### config.mk
export PLATFORM = sky130hd
export DESIGN_NAME = counter_programmer
export DESIGN_NICKNAME = d
export VERILOG_FILES = /design/src/rtl/counter_programmer.sv
export SDC_FILE = /design/constraint.sdc
export NUM_CORES = 1
export LEC_CHECK = 0
export BUFFER_PORTS_ARGS = -buffer_cell sky130_fd_sc_hd__buf_2
export CAP_MARGIN = 25
export CORE_MARGIN = 3
export CORE_UTILIZATION = 40
export CTS_BUF_LIST = sky130_fd_sc_hd__clkbuf_2 sky130_fd_sc_hd__clkbuf_4 sky130_fd_sc_hd__clkbuf_8
export CTS_CLUSTER_DIAMETER = 60
export DETAILED_ROUTE_END_ITERATION = 6
export SLEW_MARGIN = 20
export SYNTH_ARGS = -nofsm -noshare
export SYNTH_HDL_FRONTEND = slang
export SYNTH_SLANG_ARGS = --single-unit
### constraint.sdc
create_clock -name clk_in -period 2.34 [get_ports clk_in]
set_input_delay 0.117 -clock clk_in [delete_from_list [all_inputs] [get_ports clk_in]]
set_output_delay 0.117 -clock clk_in [all_outputs]
set_load 0.005 [all_outputs]
### src/rtl/counter_programmer.sv
// ==== counter_programmer: writes PLR/ULR/LLR/CCR to a counter over a strobed bus, ====
// ==== optionally reads them back, starts the counter and supervises EC. Rev 1.0    ====
`default_nettype none

module counter_programmer #(
   parameter int STROBE_CYCLES  = 1,
   parameter int TIMEOUT_CYCLES = 4096
) (
   input  logic       clk_in,
   input  logic       reset_in,
   input  logic       cfg_valid_in,
   output logic       cfg_ready_out,
   input  logic [7:0] plr_in,
   input  logic [7:0] ulr_in,
   input  logic [7:0] llr_in,
   input  logic [7:0] ccr_in,
   input  logic       verify_en_in,
   input  logic       abort_in,
   output logic       ncs_out,
   output logic       nwr_out,
   output logic       nrd_out,
   output logic       a1_out,
   output logic       a0_out,
   output logic [7:0] bus_dout,
   output logic       bus_oe_out,
   input  logic [7:0] bus_din,
   output logic       start_out,
   input  logic       ec_in,
   input  logic       err_in,
   output logic       busy_out,
   output logic       done_out,
   output logic       fail_out,
   output logic [1:0] fail_code_out
);

   typedef enum logic [3:0] {
      S_IDLE      = 4'd0,
      S_WR_SETUP  = 4'd1,
      S_WR_STROBE = 4'd2,
      S_WR_HOLD   = 4'd3,
      S_RD_STROBE = 4'd4,
      S_RD_HOLD   = 4'd5,
      S_START     = 4'd6,
      S_WAIT_EC   = 4'd7,
      S_DONE      = 4'd8,
      S_FAIL      = 4'd9
   } state_t;

   localparam logic [3:0]  STB_LAST = 4'(STROBE_CYCLES - 1);
   localparam logic [15:0] TO_LAST  = 16'(TIMEOUT_CYCLES - 1);

   localparam logic [1:0] CODE_NONE  = 2'b00;
   localparam logic [1:0] CODE_RANGE = 2'b01;
   localparam logic [1:0] CODE_RDBK  = 2'b10;
   localparam logic [1:0] CODE_TMO   = 2'b11;

   state_t      state_q, state_d;
   logic [1:0]  idx_q, idx_d;
   logic [3:0]  stb_q, stb_d;
   logic [15:0] wait_q, wait_d;
   logic [7:0]  plr_q, plr_d, ulr_q, ulr_d, llr_q, llr_d, ccr_q, ccr_d;
   logic        verify_q, verify_d;
   logic [7:0]  rd_q, rd_d;
   logic [1:0]  code_q, code_d;

   logic [7:0]  sel_val;
   logic        in_wr, in_rd, abortable;

   always_comb begin
      unique case (idx_q)
         2'd0:    sel_val = plr_q;
         2'd1:    sel_val = ulr_q;
         2'd2:    sel_val = llr_q;
         default: sel_val = ccr_q;
      endcase
   end

   assign in_wr     = (state_q == S_WR_SETUP) || (state_q == S_WR_STROBE) || (state_q == S_WR_HOLD);
   assign in_rd     = (state_q == S_RD_STROBE) || (state_q == S_RD_HOLD);
   assign abortable = in_wr || in_rd || (state_q == S_START) || (state_q == S_WAIT_EC);

   always_comb begin
      state_d  = state_q;
      idx_d    = idx_q;
      stb_d    = stb_q;
      wait_d   = wait_q;
      plr_d    = plr_q;
      ulr_d    = ulr_q;
      llr_d    = llr_q;
      ccr_d    = ccr_q;
      verify_d = verify_q;
      rd_d     = rd_q;
      code_d   = code_q;
      if (abort_in && abortable) begin
         state_d = S_FAIL;
         code_d  = CODE_TMO;
      end else begin
         case (state_q)
            S_IDLE: begin
               if (cfg_valid_in) begin
                  plr_d    = plr_in;
                  ulr_d    = ulr_in;
                  llr_d    = llr_in;
                  ccr_d    = ccr_in;
                  verify_d = verify_en_in;
                  idx_d    = 2'd0;
                  stb_d    = 4'd0;
                  if ((plr_in < llr_in) || (plr_in > ulr_in)) begin
                     state_d = S_FAIL;
                     code_d  = CODE_RANGE;
                  end else begin
                     state_d = S_WR_SETUP;
                     code_d  = CODE_NONE;
                  end
               end
            end
            S_WR_SETUP: begin
               stb_d   = 4'd0;
               state_d = S_WR_STROBE;
            end
            S_WR_STROBE: begin
               if (stb_q == STB_LAST) state_d = S_WR_HOLD;
               else                   stb_d   = stb_q + 4'd1;
            end
            S_WR_HOLD: begin
               stb_d = 4'd0;
               idx_d = idx_q + 2'd1;
               if (idx_q != 2'd3)  state_d = S_WR_SETUP;
               else if (verify_q)  state_d = S_RD_STROBE;
               else                state_d = S_START;
            end
            S_RD_STROBE: begin
               if (stb_q == STB_LAST) begin
                  rd_d    = bus_din;
                  state_d = S_RD_HOLD;
               end else begin
                  stb_d = stb_q + 4'd1;
               end
            end
            S_RD_HOLD: begin
               stb_d = 4'd0;
               idx_d = idx_q + 2'd1;
               if (rd_q != sel_val) begin
                  state_d = S_FAIL;
                  code_d  = CODE_RDBK;
               end else if (idx_q == 2'd3) begin
                  state_d = S_START;
               end else begin
                  state_d = S_RD_STROBE;
               end
            end
            // stb_q doubles as the START phase bit: 0 = pulse cycle, 1 = quiet cycle
            S_START: begin
               if (err_in) begin
                  state_d = S_FAIL;
                  code_d  = CODE_TMO;
               end else if (stb_q == 4'd0) begin
                  stb_d = 4'd1;
               end else begin
                  wait_d  = 16'd0;
                  state_d = S_WAIT_EC;
               end
            end
            S_WAIT_EC: begin
               if (err_in) begin
                  state_d = S_FAIL;
                  code_d  = CODE_TMO;
               end else if (ec_in) begin
                  state_d = S_DONE;
               end else if (wait_q == TO_LAST) begin
                  state_d = S_FAIL;
                  code_d  = CODE_TMO;
               end else begin
                  wait_d = wait_q + 16'd1;
               end
            end
            S_DONE:  state_d = S_IDLE;
            S_FAIL:  state_d = S_IDLE;
            default: state_d = S_IDLE;
         endcase
      end
   end

   always_ff @(posedge clk_in or posedge reset_in) begin
      if (reset_in) begin
         state_q  <= S_IDLE;
         idx_q    <= 2'd0;
         stb_q    <= 4'd0;
         wait_q   <= 16'd0;
         plr_q    <= 8'd0;
         ulr_q    <= 8'd0;
         llr_q    <= 8'd0;
         ccr_q    <= 8'd0;
         verify_q <= 1'b0;
         rd_q     <= 8'd0;
         code_q   <= CODE_NONE;
      end else begin
         state_q  <= state_d;
         idx_q    <= idx_d;
         stb_q    <= stb_d;
         wait_q   <= wait_d;
         plr_q    <= plr_d;
         ulr_q    <= ulr_d;
         llr_q    <= llr_d;
         ccr_q    <= ccr_d;
         verify_q <= verify_d;
         rd_q     <= rd_d;
         code_q   <= code_d;
      end
   end

   // Outputs decode only registered state, so strobes cannot glitch or overlap
   assign cfg_ready_out     = (state_q == S_IDLE);
   assign busy_out          = (state_q != S_IDLE);
   assign done_out          = (state_q == S_DONE);
   assign fail_out          = (state_q == S_FAIL);
   assign fail_code_out     = code_q;
   assign ncs_out           = !(abortable);
   assign nwr_out           = (state_q != S_WR_STROBE);
   assign nrd_out           = (state_q != S_RD_STROBE);
   assign {a1_out, a0_out}  = (in_wr || in_rd) ? idx_q : 2'b00;
   assign bus_dout          = in_wr ? sel_val : 8'd0;
   assign bus_oe_out        = in_wr;
   assign start_out         = (state_q == S_START) && (stb_q == 4'd0);

endmodule

`default_nettype wire

; Yosys cells after proc, flatten, opt, wreduce, memory -nomap -nowiden
; Cells that the tools add are included.
; Widths: inputs -> output; s select.
[totals]
register_bits = 69
input_bits = 47
out_inout_bits = 21
wordCells = 119
[op_classes]
add_sub_neg = 3
magnitude_cmp = 2
n_eq_ne = 34
mux = 40
n_bitwise = 1
reduce_logical = 28
[ops]
columns = cell, count
row1 = $mux 16, 5
row2 = $mux 4, 15
row3 = $pmux 16 s2, 1
row4 = $pmux 4 s8, 1
row5 = $pmux 8 s3, 1
row6 = $mux 2, 11
row7 = $add 16x1->16 const B, 1
row8 = $eq 16x12->1 const B, 1
row9 = $eq 4x3->1 const B, 4
row10 = $ne 2x2->1 const B, 8
row11 = $pmux 4 s4, 1
row12 = $reduce_and 6->1, 2
row13 = $ne 3x1->1 const B, 3
row14 = $reduce_and 3->1, 3
row15 = $eq 4x2->1 const B, 2
row16 = $eq 4x4->1 const B, 2
row17 = $gt 8x8->1, 1
row18 = $logic_not 4->1, 2
row19 = $lt 8x8->1, 1
row20 = $mux 8, 1
row21 = $ne 4x2->1 const B, 2
row22 = $ne 4x3->1 const B, 2
row23 = $ne 8x8->1, 1
row24 = $pmux 2 s4, 1
row25 = other kinds (25), 36

; Longest topological paths before layout
; Gate-level depths: netlist of the first run.
[depth]
depth_word = 9
depth_mapped = 9
mapped_depth_nobuf = 8

; Least setup slack after synthesis of the first run
; Ideal clock, no wire load.
[synth_path]
path_type = register to register
startpoint = register idx_q[0]
endpoint = register code_q[1] (netlist: fail_code_out[1])
setup_time_ps = 120
t_arrival_ps = 2216
t_required_ps = 2220
setup_slack_ps = 4
stages_incl_launch_ff = 10
n_path_buf = 1
period_less_slack_ps = 2336
path_cell_list = dfrtp_1 > inv_1 > ha_1 > buf_6 > a222oi_1 > a21oi_1 > xnor2_1 > nand4_1 > or4_4 > a31o_2
[synth_via]
elab_chain_len = 5
word_cells_on_any_way = 7
classes_between = eq/ne: 4 / mux: 1 / reduce/logical: 2
[synth_lines]
columns = item, line_no
row1 = start: declaration, 58  ; logic [1:0] idx_q, idx_d;
row2 = start signal: assignment, 199  ; idx_q <= idx_d;
row3 = "$eq 2x2->1, or another cell as far along", 70  ; unique case (idx_q)
row4 = $pmux 8 s3 (*), 70
row5 = $ne 8x8->1 (*), 143  ; if (rd_q != sel_val) begin
row6 = $ne 3x1->1 (no line) (*), n/a
row7 = $reduce_and 6->1 (no line) (*), n/a
row8 = end signal: assignment, 208  ; code_q <= code_d;
row9 = end: declaration, 64  ; logic [1:0] code_q, code_d;
; Every way passes the cells marked *; elsewhere a longest branch is shown, timed or not.
; A chain may end at the register's enable or synchronous reset.

; Worst setup path in the final report of the first run
[layout_path]
startpoint = register idx_q[1]
endpoint = register code_q[1] (netlist: fail_code_out[1])
; Same word-level chain as after synthesis.

==> results of run 1 <==
## area by class of cell
type	instances	area (µm²)	share of cell area, %
Clock buffer	11	151	2.86
Clock inverter	5	81.3	1.54
Inverter	31	119	2.25
Multi-Input combinational cell	322	2310	43.8
Sequential cell	69	1730	32.7
Tap cell	133	166	3.15
Timing Repair Buffer	112	728	13.8
## report_power, final
part           internal [W]  switching [W]
clock network      0.000660       0.000463
registers           0.00155       0.000260
logic               0.00107        0.00114
total               0.00328        0.00187
## path summary, 6_finish.rpt
check / slack, ns / to / from
setup / recovery: -0.06 / fail_code_out[1] / idx_q[1]
max in group asynchronous: 1.25 / idx_q[1] / reset_in
setup reg to reg: -0.06 / fail_code_out[1] / idx_q[1]
hold / removal: 0.01 / verify_q / verify_en_in
min in group asynchronous: 0.34 / llr_q[3] / reset_in
hold reg to reg: 0.50 / llr_q[7] / llr_q[7]
## worst register-to-register path, delay by kind of cell, from the launching register on
family	cells	cell delay (ns)
buffers and inverters	1	0.08
xor gates and xnor gates	1	0.18
DFF	1	0.42
and+or+nand+nor	2	0.70
adders and majority gates	1	0.19
AOI/OAI and AO/OA	3	0.72
## Yosys cell counts (all sizes together) (5+ instances only)
cell / instances / area share [%]
buf: 9 / 1.3
nand2: 44 / 4.0
nor2b: 10 / 1.5
a21oi: 23 / 2.8
mux2: 26 / 7.0
nor2: 22 / 2.0
and2: 11 / 1.7
o21ai: 34 / 4.1
inv: 30 / 2.7
nor3: 10 / 1.2
clkbuf: 16 / 1.4
or4: 7 / 1.3
xnor2: 16 / 3.4
dfrtp: 69 / 41
nand4: 9 / 1.3
nand3: 12 / 1.4
a222oi: 8 / 1.9
o31ai: 6 / 1.1
ha: 22 / 6.6
a211oi: 5 / 0.90
## cells by family after synthesis
group / after synthesis
xor+xnor: 17
simple gates: 148
mux: 29
compound gates: 106
fa+ha+maj: 22
flops: 69
buf+inv: 56
## state kept, by name, indices dropped and copies added, names as in the netlist, 2 cells and up
name,cells
wait_q,16
idx_q,2
fail_code_out,2
stb_q,4
rd_q,8
state_q,4
plr_q,8
ccr_q,8
llr_q,8
ulr_q,8
## routing by layer
layer / up-vias / global-route usage [%] / wire length, µm
li1: 1807 / - / -
met1: 1742 / 24.1 / 4660
met2: 104 / 33.3 / 5480
met3: 23 / 3.58 / 495
met4: 0 / 7.21 / 224
met5: - / 0 / 0
## layout by cell type (no fill, tap or decap), types with 3 or more instances in the layout
cell type,n
dfrtp_1,68
buf_2,67
nand2_1,44
o21ai_0,34
inv_1,27
buf_4,27
mux2_2,24
nor2_1,21
a21oi_1,18
ha_1,18
dlygate4sd3_1,17
xnor2_1,16
nand3_1,12
clkbuf_8,11
nor3_1,10
nor2b_1,10
and2_1,10
nand4_1,9
a222oi_1,8
a211oi_1,5
a21oi_2,5
or4_1,5
o31ai_1,5
a211o_1,4
and3_1,4
a2111oi_0,3
mux2i_1,3
or3_1,3
a31oi_1,3
inv_2,3
ha_4,3
## stage by stage
| stage | setup slack (ns) | hold slack (ns) | std cells | util [%] | cell area (µm²) |
|---|---|---|---|---|---|
| floorplan | 0.00352 | 0.249 | 447 | - | 4170 |
| global placement | -0.0699 | 0.169 | 648 | 47.9 | 4770 |
| detailed placement | -0.189 | 0.177 | 648 | 47.9 | 4770 |
| CTS | -0.0506 | 0.00110 | 683 | 52.6 | 5230 |
| global route | -0.123 | 0.0170 | 683 | 53.1 | 5290 |
| finish | -0.0559 | 0.0118 | 683 | 53.1 | 5290 |
## what timing repair did
action / in CTS / in global routing
hold buffers: 17 / 0
hold endpoints to repair: 36 / 0
gates resized for setup: 12 / 15
endpoints found under the setup margin: 5 / 18
setup buffers: 2 / 0
pin swaps: 5 / 4
gates cloned: 0 / 0
==> impl_metrics.toml, run 1 <==
[timing]
setup_tns_ns = -0.109
tightest_slew_ns = 0.672
min_period_ns = 2.40
setup_slack_ns = -0.0559
setup_violations = 2
rsz0062_at_grt = "yes"
finalCritPeriodShare_pct = 102
slew_violations = 0
slew_headroom_pct = 54.9
max_freq_ghz = 0.417
fin_worst_skew_ns = 0.00914
finalHoldViolations = 0

[critical_path]
r2r_cells = 8
cp.depth = 8
path_cells = "inv_2, ha_4, a222oi_1, a21oi_2, xnor2_1, nand4_1, or4_4, a31o_2"
endpoint_kind = "flip-flop"
critical_path_class = "flip-flop to flip-flop"
cp.arrival_ns = 2.63
slowest_delay_ns = 0.55
crit_buf_inv = 1
required_ns = 2.57
crit_path_start_kind = "flip-flop"
cp_max_fo = 8
crit_family = "compound AO/OA/AOI/OAI gates"
cp_slowest_cell = "or4_4"

[run]
maxCapViolations = 0

[yosys]
async_flop_share_pct = 100
synthDistinctLibCells = 59
ys_seq_area_share_pct = 41.4
synthCells = 447
syn_area_per_cell_um2 = 9.34
synth-seq-cells = 69
synth-compound-area-share_pct = 16.7
synth_edf_count = 0
synth.cell_area_mm2 = 0.00417
synthXorXnorAreaFrac_pct = 3.57
synth_top_flop_cell = "dfrtp_1"
syn-num-nets = 516
ys_warn_count = 0
synth-simple-area-share_pct = 18.5
synthAdderAreaFrac_pct = 6.60
synth_top_family_by_area = "simple AND/OR/NAND/NOR gates"
muxShareOfSynthArea_pct = 7.74

[placed_design]
dp_hpwl_mm = 8.16
gp_congestion = 0.863
portBuffers = 67

[outcome]
failed_checks = "negative setup slack"
status = "finished, violations left"

[cts]
h-tree-depth = 3
cts_tree = "yes"
clk_pin_slew_ns = 0.07
numCtsBuffers = 9
cts_buffer_depth = 2
cts-root-buf = "clkbuf_8"
insertion_delay_ns = 0.35
cts_sinks = 69

[global_routing]
grt_pass1_wl_mm = 17.8
track_usage_pct = 19.3
grt.overflow.total = 0
grt_max_degree = 52
grt_antenna_before_repair = 0
grt_pass1_vias = 3723

[final_layout]
syn_to_final_growth_pct = 26.7
drive_above_1_share_pct = 29.6
final_nets = 614
antenna_cells = 0
nFillCells = 920

[floorplanning]
io_pins = 68
start_util_pct = 41.9
fp.dieArea_mm2 = 0.0117
core_area_mm2 = 0.00995
chipWidth_um = 108
fp-row-count = 36
die_y_um = 108

[drt]
drtIter0Drc = 158
drtPass1Iterations = 5
drc = 0
drt-total-wl_mm = 10.9
vias_per_cell = 5.38
wl_per_cell_um = 15.9
ant_nets = 0
vias = 3676

[pwr]
power.density_mw_per_mm2 = 974
cellLeakagePower_nw = 2.38
power_w = 0.00515
ir_worst_vdd_v = 0.000562

[worst_hold_path]
hold_path_depth = 2
worstHoldPathType = "primary input to flip-flop"
Note: power is estimated with default switching activity, not from simulation.
==> run 2, diff against run 1 <==
MAX_ROUTING_LAYER = met4   (was default)
TNS_END_PERCENT = 10   (was default)
==> impl_metrics.toml, run 2 (synthesized netlist as in run 1, its figures left out) <==
[timing]
setup_tns_ns = -0.320
finalHoldViolations = 0
holdWs_ns = 0.0119
max_freq_ghz = 0.408
rsz0062_at_grt = "yes"
finalCritPeriodShare_pct = 105
slew_violations = 0
setup_slack_ns = -0.112
tightest_slew_ns = 0.668
fin_worst_skew_ns = 0.00896
min_period_ns = 2.45
slew_headroom_pct = 55.1
setup_violations = 4

[final_layout]
final_nets = 613
final_cell_mix = "dfrtp_1, buf_2, nand2_1, o21ai_0, inv_1"
regMostFlops = "wait_q"
layout_commonest_cell = "dfrtp_1"
largest_register_ffs = 16
syn_to_final_growth_pct = 25.2
antenna_cells = 0
drive_above_1_share_pct = 27.9

[global_routing]
grt_pass1_vias = 3689
grt.overflow.total = 0
grt_max_degree = 52
track_usage_pct = 19.7
grt_pass1_wl_mm = 17.6
grt_antenna_before_repair = 0

[pwr]
cellLeakagePower_nw = 2.37
power.density_mw_per_mm2 = 971
ir_worst_vdd_v = 0.000561
power_w = 0.00508

[cts]
cts_tree = "yes"
h-tree-depth = 3
clk_pin_slew_ns = 0.07
insertion_delay_ns = 0.35
cts-root-buf = "clkbuf_8"
cts_sinks = 69
cts_buffer_depth = 2
numCtsBuffers = 9

[critical_path]
required_ns = 2.57
cp.arrival_ns = 2.68
regToRegSetupSlack_ns = -0.11
crit_path_start_kind = "flip-flop"
cp_max_fo = 8
endpoint_kind = "flip-flop"
critical_path_class = "flip-flop to flip-flop"

[floorplanning]
die_y_um = 108
chipWidth_um = 108
core_area_mm2 = 0.00995
fp.dieArea_mm2 = 0.0117
start_util_pct = 41.9
fp-row-count = 36
io_pins = 68

[outcome]
status = "finished, violations left"
failed_checks = "negative setup slack"

[drt]
vias = 3666
wl_per_cell_um = 15.9
drtPass1Iterations = 4
drt-total-wl_mm = 10.8
drc = 0
drtIter0Drc = 156
ant_nets = 0
vias_per_cell = 5.38

[placed_design]
dp_hpwl_mm = 8.16
gp_congestion = 0.876
portBuffers = 67

[run]
maxCapViolations = 0

[worst_hold_path]
worstHoldPathType = "primary input to flip-flop"
run 2: changes by cell type in the layout (fill, tap and decap cells not counted), moves of 2 or more:
cell,previous run,this run
inv_2,3,1
inv_1,27,29
a21oi_1,18,22
a21oi_2,5,1
ha_4,3,0
ha_2,1,3
run 2: final timing paths:
check	end	cells after the start	from
min in group asynchronous	llr_q[3]	3	reset_in
max	fail_code_out[1]	8	idx_q[0]
max reg2reg	fail_code_out[1]	8	idx_q[0]
min reg2reg	llr_q[7]	2	llr_q[7]
max in group asynchronous	idx_q[1]	4	reset_in
min	verify_q	2	verify_en_in
run 2: final cells by class:
type | instances | area (µm²)
clock inverter | 5 | 81.3
timing repair buffer | 111 | 721
fill | 927 | 4730
clock buffer | 11 | 151
tap | 133 | 166
multi-input combinational | 322 | 2260
inverter | 31 | 118
sequential | 69 | 1730
run 2: metal layers:
layer  vias to the layer above  track usage [%]  wire, µm
li1                       1803                -         -
met3                        21             3.28       502
met5                         -                -         0
met1                      1729             24.1      4620
met2                       113             33.2      5490
met4                         0             6.67       206
run 2: critical path: stages, from the launching register on:
cell	delay (ns)
dfrtp_1	0.40
inv_1	0.08
ha_2	0.24
a222oi_1	0.37
a21oi_1	0.15
xnor2_1	0.17
nand4_1	0.17
or4_4	0.55
a31o_2	0.21
run 2: power breakdown:
part	internal [W]	leakage, nW	switching [W]	total, W
logic	0.00103	1.38	0.00112	0.00215
registers	0.00155	0.878	0.000258	0.00180
clock network	0.000660	0.116	0.000463	0.00112
total	0.00324	2.37	0.00184	0.00508
run 2: through the flow:
step / cells / worst slack, ns / instance area, µm² / utilization, %
floorplan: 447 / 0.00352 / 4170 / -
global placement: 648 / -0.0699 / 4770 / 47.9
detailed placement: 648 / -0.189 / 4770 / 47.9
CTS: 681 / -0.0841 / 5180 / 52.1
global route: 682 / -0.181 / 5230 / 52.5
finish: 682 / -0.112 / 5230 / 52.5
run 2: repair_timing:
action,4_1_cts,5_1_grt
pin swaps,4,7
hold endpoints to repair,36,0
hold buffers,17,0
setup endpoints to repair,5,18
setup buffers,0,1
resized for setup,4,10
